==> config.mk <==
export PLATFORM = sky130hd
export DESIGN_NAME = fib_store_monitor
export DESIGN_NICKNAME = d
export VERILOG_FILES = /design/src/rtl/fib_mon_pkg.sv /design/src/rtl/fib_mon_fifo.sv /design/src/rtl/fib_store_monitor.sv
export SDC_FILE = /design/constraint.sdc
export NUM_CORES = 1
export LEC_CHECK = 0
export BUFFER_PORTS_ARGS = -buffer_cell sky130_fd_sc_hd__buf_2
export CORE_MARGIN = 10
export CORE_UTILIZATION = 25
export CTS_BUF_LIST = sky130_fd_sc_hd__clkbuf_4 sky130_fd_sc_hd__clkbuf_8 sky130_fd_sc_hd__clkbuf_16
export DETAILED_ROUTE_END_ITERATION = 7
export PLACE_DENSITY_LB_ADDON = 0.08
export SLEW_MARGIN = 20
export SYNTH_ARGS = -nofsm -noshare
export SYNTH_HDL_FRONTEND = slang
export SYNTH_HIERARCHICAL = 1
export SYNTH_SLANG_ARGS = --single-unit
export TNS_END_PERCENT = 50
==> constraint.sdc <==
create_clock -name clk -period 8.9 [get_ports clk]
set_clock_uncertainty 0.1 [all_clocks]
set_input_delay 0.89 -clock clk [delete_from_list [all_inputs] [get_ports clk]]
set_output_delay 0.89 -clock clk [all_outputs]
set_load 0.02 [all_outputs]
==> src/rtl/fib_mon_pkg.sv <==
// Package for the Fibonacci store monitor.
// Holds the default parameter values, the captured-entry record layout and the
// helper that sizes the occupancy counter.
// Optional feature macro used by the top level: FIB_CHECK_EN.
package fib_mon_pkg;

  localparam int          DEF_DEPTH  = 8;
  localparam int unsigned DEF_WIN_LO = 2;
  localparam int unsigned DEF_WIN_HI = 511;
  localparam int          DEF_OUT_W  = 16;

  // One captured store: the low address bits and the low data bits.
  typedef struct packed {
    logic [8:0]           addr;
    logic [DEF_OUT_W-1:0] data;
  } fib_entry_t;

  // The occupancy counter must be able to represent DEPTH itself.
  function automatic int cnt_w(input int depth);
    return $clog2(depth) + 1;
  endfunction

endpackage

==> src/rtl/fib_mon_fifo.sv <==
// First-word-fall-through FIFO used by the store monitor.
// Ports:
//   clk, rst_n   - clock, asynchronous active-low reset
//   flush_i      - synchronous empty; overrides push_i/pop_i
//   push_i       - write wdata_i at the tail (caller guarantees not full or popping)
//   pop_i        - drop the head entry (caller guarantees not empty)
//   wdata_i      - entry to write
//   rdata_o      - head entry, zero while empty
//   count_o      - current occupancy, 0..DEPTH
module fib_mon_fifo #(
  parameter int DEPTH = 8,
  parameter int W     = 25
) (
  input  logic                       clk,
  input  logic                       rst_n,
  input  logic                       flush_i,
  input  logic                       push_i,
  input  logic                       pop_i,
  input  logic [W-1:0]               wdata_i,
  output logic [W-1:0]               rdata_o,
  output logic [$clog2(DEPTH):0]     count_o
);

  localparam int PW = $clog2(DEPTH);
  localparam int CW = PW + 1;

  logic [W-1:0]  mem_q [DEPTH];
  logic [PW-1:0] wr_q, wr_d;
  logic [PW-1:0] rd_q, rd_d;
  logic [CW-1:0] cnt_q, cnt_d;

  always_comb begin
    wr_d  = wr_q;
    rd_d  = rd_q;
    cnt_d = cnt_q;
    if (flush_i) begin
      wr_d  = '0;
      rd_d  = '0;
      cnt_d = '0;
    end else begin
      if (push_i) wr_d = wr_q + PW'(1);
      if (pop_i)  rd_d = rd_q + PW'(1);
      // Pointers wrap naturally; the separate count disambiguates full/empty.
      case ({push_i, pop_i})
        2'b10:   cnt_d = cnt_q + CW'(1);
        2'b01:   cnt_d = cnt_q - CW'(1);
        default: cnt_d = cnt_q;
      endcase
    end
  end

  always_ff @(posedge clk or negedge rst_n) begin
    if (!rst_n) begin
      wr_q  <= '0;
      rd_q  <= '0;
      cnt_q <= '0;
    end else begin
      wr_q  <= wr_d;
      rd_q  <= rd_d;
      cnt_q <= cnt_d;
    end
  end

  // Storage carries no reset; the head is masked to zero while empty instead.
  always_ff @(posedge clk) begin
    if (push_i && !flush_i) mem_q[wr_q] <= wdata_i;
  end

  assign rdata_o = (cnt_q != '0) ? mem_q[rd_q] : '0;
  assign count_o = cnt_q;

endmodule

==> src/rtl/fib_store_monitor.sv <==
// Fibonacci store monitor: snoops the core's data-memory store bus, captures
// stores whose word address lies in [WIN_LO, WIN_HI] into a FWFT FIFO, and
// drains them on a valid/ready stream.
// Ports:
//   clk, rst_n                 - clock, asynchronous active-low reset
//   st_en, st_addr, st_data    - snooped store strobe / word address / data
//   clear                      - synchronous flush of FIFO and sticky flags
//   out_valid, out_ready       - result stream handshake
//   out_data, out_addr         - low bits of the head entry's data / address
//   count                      - FIFO occupancy
//   overflow                   - sticky: an in-window store was dropped when full
//   fib_err                    - sticky: captured sequence broke the Fibonacci rule
// Optional feature: define FIB_CHECK_EN to build the Fibonacci checker;
// without it fib_err is tied low.
module fib_store_monitor
  import fib_mon_pkg::*;
#(
  parameter int          DEPTH  = DEF_DEPTH,
  parameter int unsigned WIN_LO = DEF_WIN_LO,
  parameter int unsigned WIN_HI = DEF_WIN_HI,
  parameter int          OUT_W  = DEF_OUT_W
) (
  input  logic                      clk,
  input  logic                      rst_n,
  input  logic                      st_en,
  input  logic [31:0]               st_addr,
  input  logic [31:0]               st_data,
  input  logic                      clear,
  output logic                      out_valid,
  input  logic                      out_ready,
  output logic [OUT_W-1:0]          out_data,
  output logic [8:0]                out_addr,
  output logic [cnt_w(DEPTH)-1:0]   count,
  output logic                      overflow,
  output logic                      fib_err
);

  localparam int CW = cnt_w(DEPTH);

  typedef struct packed {
    logic [8:0]       addr;
    logic [OUT_W-1:0] data;
  } entry_t;

  logic   hit, full, pop, push;
  logic   overflow_q;
  entry_t wr_entry, head;

  assign hit  = st_en && (st_addr >= WIN_LO) && (st_addr <= WIN_HI);
  assign full = (count == CW'(DEPTH));
  assign pop  = out_valid && out_ready;
  // A pop frees the slot in the same edge, so a full FIFO can still accept.
  assign push = hit && (!full || pop) && !clear;

  assign wr_entry.addr = st_addr[8:0];
  assign wr_entry.data = st_data[OUT_W-1:0];

  fib_mon_fifo #(
    .DEPTH (DEPTH),
    .W     ($bits(entry_t))
  ) u_fifo (
    .clk     (clk),
    .rst_n   (rst_n),
    .flush_i (clear),
    .push_i  (push),
    .pop_i   (pop && !clear),
    .wdata_i (wr_entry),
    .rdata_o (head),
    .count_o (count)
  );

  assign out_valid = (count != '0);
  assign out_data  = head.data;
  assign out_addr  = head.addr;

  always_ff @(posedge clk or negedge rst_n) begin
    if (!rst_n)                     overflow_q <= 1'b0;
    else if (clear)                 overflow_q <= 1'b0;
    else if (hit && full && !pop)   overflow_q <= 1'b1;
  end

  assign overflow = overflow_q;

`ifdef FIB_CHECK_EN
  logic [31:0] last1_q, last2_q;
  logic [1:0]  seen_q;
  logic        fib_err_q;

  // Only accepted pushes advance the checker; dropped stores are invisible.
  always_ff @(posedge clk or negedge rst_n) begin
    if (!rst_n) begin
      last1_q   <= '0;
      last2_q   <= '0;
      seen_q    <= '0;
      fib_err_q <= 1'b0;
    end else if (clear) begin
      last1_q   <= '0;
      last2_q   <= '0;
      seen_q    <= '0;
      fib_err_q <= 1'b0;
    end else if (push) begin
      if (seen_q == 2'd2 && st_data != last1_q + last2_q) fib_err_q <= 1'b1;
      last2_q <= last1_q;
      last1_q <= st_data;
      if (seen_q != 2'd2) seen_q <= seen_q + 2'd1;
    end
  end

  assign fib_err = fib_err_q;
`else
  logic unused_data_hi;
  assign unused_data_hi = ^st_data[31:OUT_W];
  assign fib_err        = 1'b0;
`endif

endmodule

==> results.toml <==
[power]
p_sw_share_pct = 19.2
p_sw_uw = 388
vdd_drop_max_v = 0.000123
p_int_mw = 1.64
combPwrFrac_pct = 1.3
p_clk_share_pct = 45.0
power_density_nw_per_um2 = 202
power_frac_seq_pct = 53.6
p_leak_nw = 3.28

[route]
wirelength_microns = 19900
num_vias = 4166
avgRoutedWirePerCell_microns = 20.9
drtIter0Drc = 191
first_pass_iters = 4
route.antenna.remaining_nets = 0
routed_via_density = 4.39
drc_errors = 0

[worst_setup_path]
path_cells = "buf_4 -> mux4_2 -> a22o_1 -> buf_2"
cp_top_family = "buffers and inverters"
reg2reg_from = "u_fifo/count_o[1]"
max_stage_delay_ns = 0.75
crit_arrival_ns = 2.96
cp_slowest_cell = "buf_4"
path_class = "reg2out"
cp_num_buf_inv = 2
path_max_fanout = 40
rrSetupSlack_ns = 5.96
end_kind = "output pin"
critPathRequiredTime_ns = 7.91
cp-start-kind = "flop"
rr_endpoint = "u_fifo/mem_q[4][3]"
r2r_cells = 7

[place]
place_area_sq_um = 9290
routabilityCongestion = 0.688
port-buffer-count = 83
numPlacedInstances = 907
dpl.hpwl_microns = 11100

[timing]
setup_viol = 0
period_share_pct = 44.4
max_slew_margin_pct = 41.7
finalSetupTns_ns = 0
final_hold_viol_count = 0
slew_violations = 0
period_minus_slack_ns = 3.95
fmax_mhz = 253
tightest_slew_ns = 0.875
rsz0062_at_grt = "no"

[yosys]
synth_edf_count = 200
synth_cells = 391
yosysMostFrequentCell = "edfxtp_1"
yosys_most_used_dff = "edfxtp_1"
netlist.area_leader.share_pct = 72.1
synth_top_area_cell = "edfxtp_1"
synth_cell_types = 40
yosys_register_bits = 211
postSynthAreaPerCell_sq_um = 21.3
synth_common_cells = "200 x edfxtp_1, 44 x mux4_2, 25 x a22o_1"
yosysWarnings = 6
synth-seq-area-share_pct = 75.4
syn_nets = 464
async_flop_share_pct = 5.21
synth_area_sq_um = 8330
synth.area.top_cells = "edfxtp_1 72%, mux4_2 12%, dfrtp_1 3.3%"

[clock_tree]
cts_root_buffer = "clkbuf_16"
clk_latency_ns = 0.51
cts_buffer_depth = 3
clkTransAtPathRegs_ns = 0.06
cts_tree = "built"
cts_resized = 0
cts_buffers = 25
clock_sinks = 211
hold_buffers = 0
post_cts_buffers = 0
htreeDepth = 1

[die]
initial_core_util_pct = 25.5
fp.coreArea_sq_um = 32700
die_y_microns = 203
ios = 101
dieArea_sq_um = 41000
die_w_microns = 203
std_cell_rows = 66

[global_routing]
grt_max_degree = 53
antenna_found_initial = 0
grt_first_pass_wirelength_microns = 29900
grt-ovfl-total = 0
gr-usage-all-layers_pct = 9.68
grt_pass1_vias = 4806

[cells_and_area]
drive_gt1_share_pct = 38.1
stdcell_area_sq_um = 10000
final_cells = 950
final_nets = 565
area_growth_pct = 20.4

[flow_run]
maxCapViolCount = 0

[hold_path]
min_path_type = "in2async"

[outcome]
status = "finished, final reports clean"
worst max path at each step:
stage                         from            endpoint  cells after the start
global placement       st_addr[11]  u_fifo/mem_q[6][6]                      8
finish              u_fifo/rd_q[0]         out_addr[8]                      4
floorplan              st_addr[11]  u_fifo/mem_q[0][0]                      5
CTS                 u_fifo/rd_q[0]         out_addr[8]                      4
global route        u_fifo/rd_q[0]         out_addr[8]                      4
detailed placement     st_addr[11]  u_fifo/mem_q[4][9]                      8
cells in the final DEF (no fill, tap or decap), types with 3 or more instances in the layout:
| master | synthesis | routed |
|---|---|---|
| clkinv_1 | 0 | 5 |
| dfrtp_1 | 11 | 9 |
| nor2_2 | 0 | 7 |
| mux2i_1 | 3 | 3 |
| a22o_1 | 25 | 25 |
| nor2_1 | 19 | 12 |
| nor3_1 | 6 | 4 |
| buf_2 | 7 | 83 |
| nand4_1 | 3 | 3 |
| xnor2_1 | 3 | 3 |
| nor4_1 | 4 | 4 |
| mux4_1 | 6 | 6 |
| mux4_2 | 44 | 44 |
| clkbuf_16 | 0 | 25 |
| nor4_2 | 3 | 3 |
| inv_1 | 5 | 5 |
| nand2_1 | 5 | 5 |
| buf_4 | 1 | 12 |
| xor2_1 | 3 | 3 |
| ha_1 | 4 | 4 |
| clkbuf_4 | 0 | 9 |
| edfxtp_1 | 200 | 200 |
| nand2b_1 | 5 | 5 |
layout make-up:
class | count | area (sq um)
inverters | 5 | 18.8
repair buffers | 95 | 505
clock inverters | 8 | 43.8
clock buffers | 34 | 693
diodes | 1 | 2.50
multi-input cells | 154 | 1920
well taps | 442 | 553
flip-flops and latches | 211 | 6290
fillers | 3258 | 22700
worst reg2reg max path: cells and delay by family (launching register included):
family | cells | cell delay [ns]
simple gates | 5 | 1.29
buf+inv | 2 | 0.70
flops | 1 | 0.50
metal layers:
layer	GRT usage [%]	share of wire, %	vias to the layer above	wire length (microns)
met5	0	0	-	0
met4	2.72	2.2	0	439
met3	2.47	4.9	29	968
met2	16.6	50	100	9850
met1	11.8	43	2190	8600
li1	-	-	1847	-
power by group through the flow:
stage,sequential [mW],combinational [mW],clock (mW)
floorplan,1.11,0.00255,0
global placement,1.11,0.0258,0
detailed placement,1.11,0.0280,0
CTS,1.09,0.0281,0.949
global route,1.09,0.0313,0.988
finish,1.09,0.0271,0.912
stage by stage:
stage                     hold WS (ns)  util, %  setup WS, ns  power (mW)
after detailed placement         0.432     28.4          5.14        1.13
final                            0.168     30.7          4.95        2.02
after floorplan                  0.419        -          4.35        1.11
after global routing             0.157     30.7          4.75        2.11
after CTS                        0.143     30.7          4.82        2.06
after global placement           0.426     28.4          5.15        1.13
logic make-up (layout without fill, tap and decap cells):
| kind of cell | after synthesis | after routing | synth area share [%] |
|---|---|---|---|
| DFF | 211 | 211 | 75.4 |
| and+or+nand+nor | 56 | 56 | 3.77 |
| muxes | 53 | 53 | 14.1 |
| AOI/OAI and AO/OA | 34 | 34 | 3.54 |
| buffers and inverters | 26 | 142 | 1.86 |
| xor gates and xnor gates | 6 | 6 | 0.631 |
| adders and majority gates | 4 | 4 | 0.601 |
| other | 1 | 2 | 0.0450 |
flip-flops by register name (all words and copies together) (netlist names):
register,cells
u_fifo/count_o,4
overflow,1
u_fifo/mem_q,200
u_fifo/rd_q,3
u_fifo/wr_q,3
No activity file was read; power rests on OpenSTA's default activity.
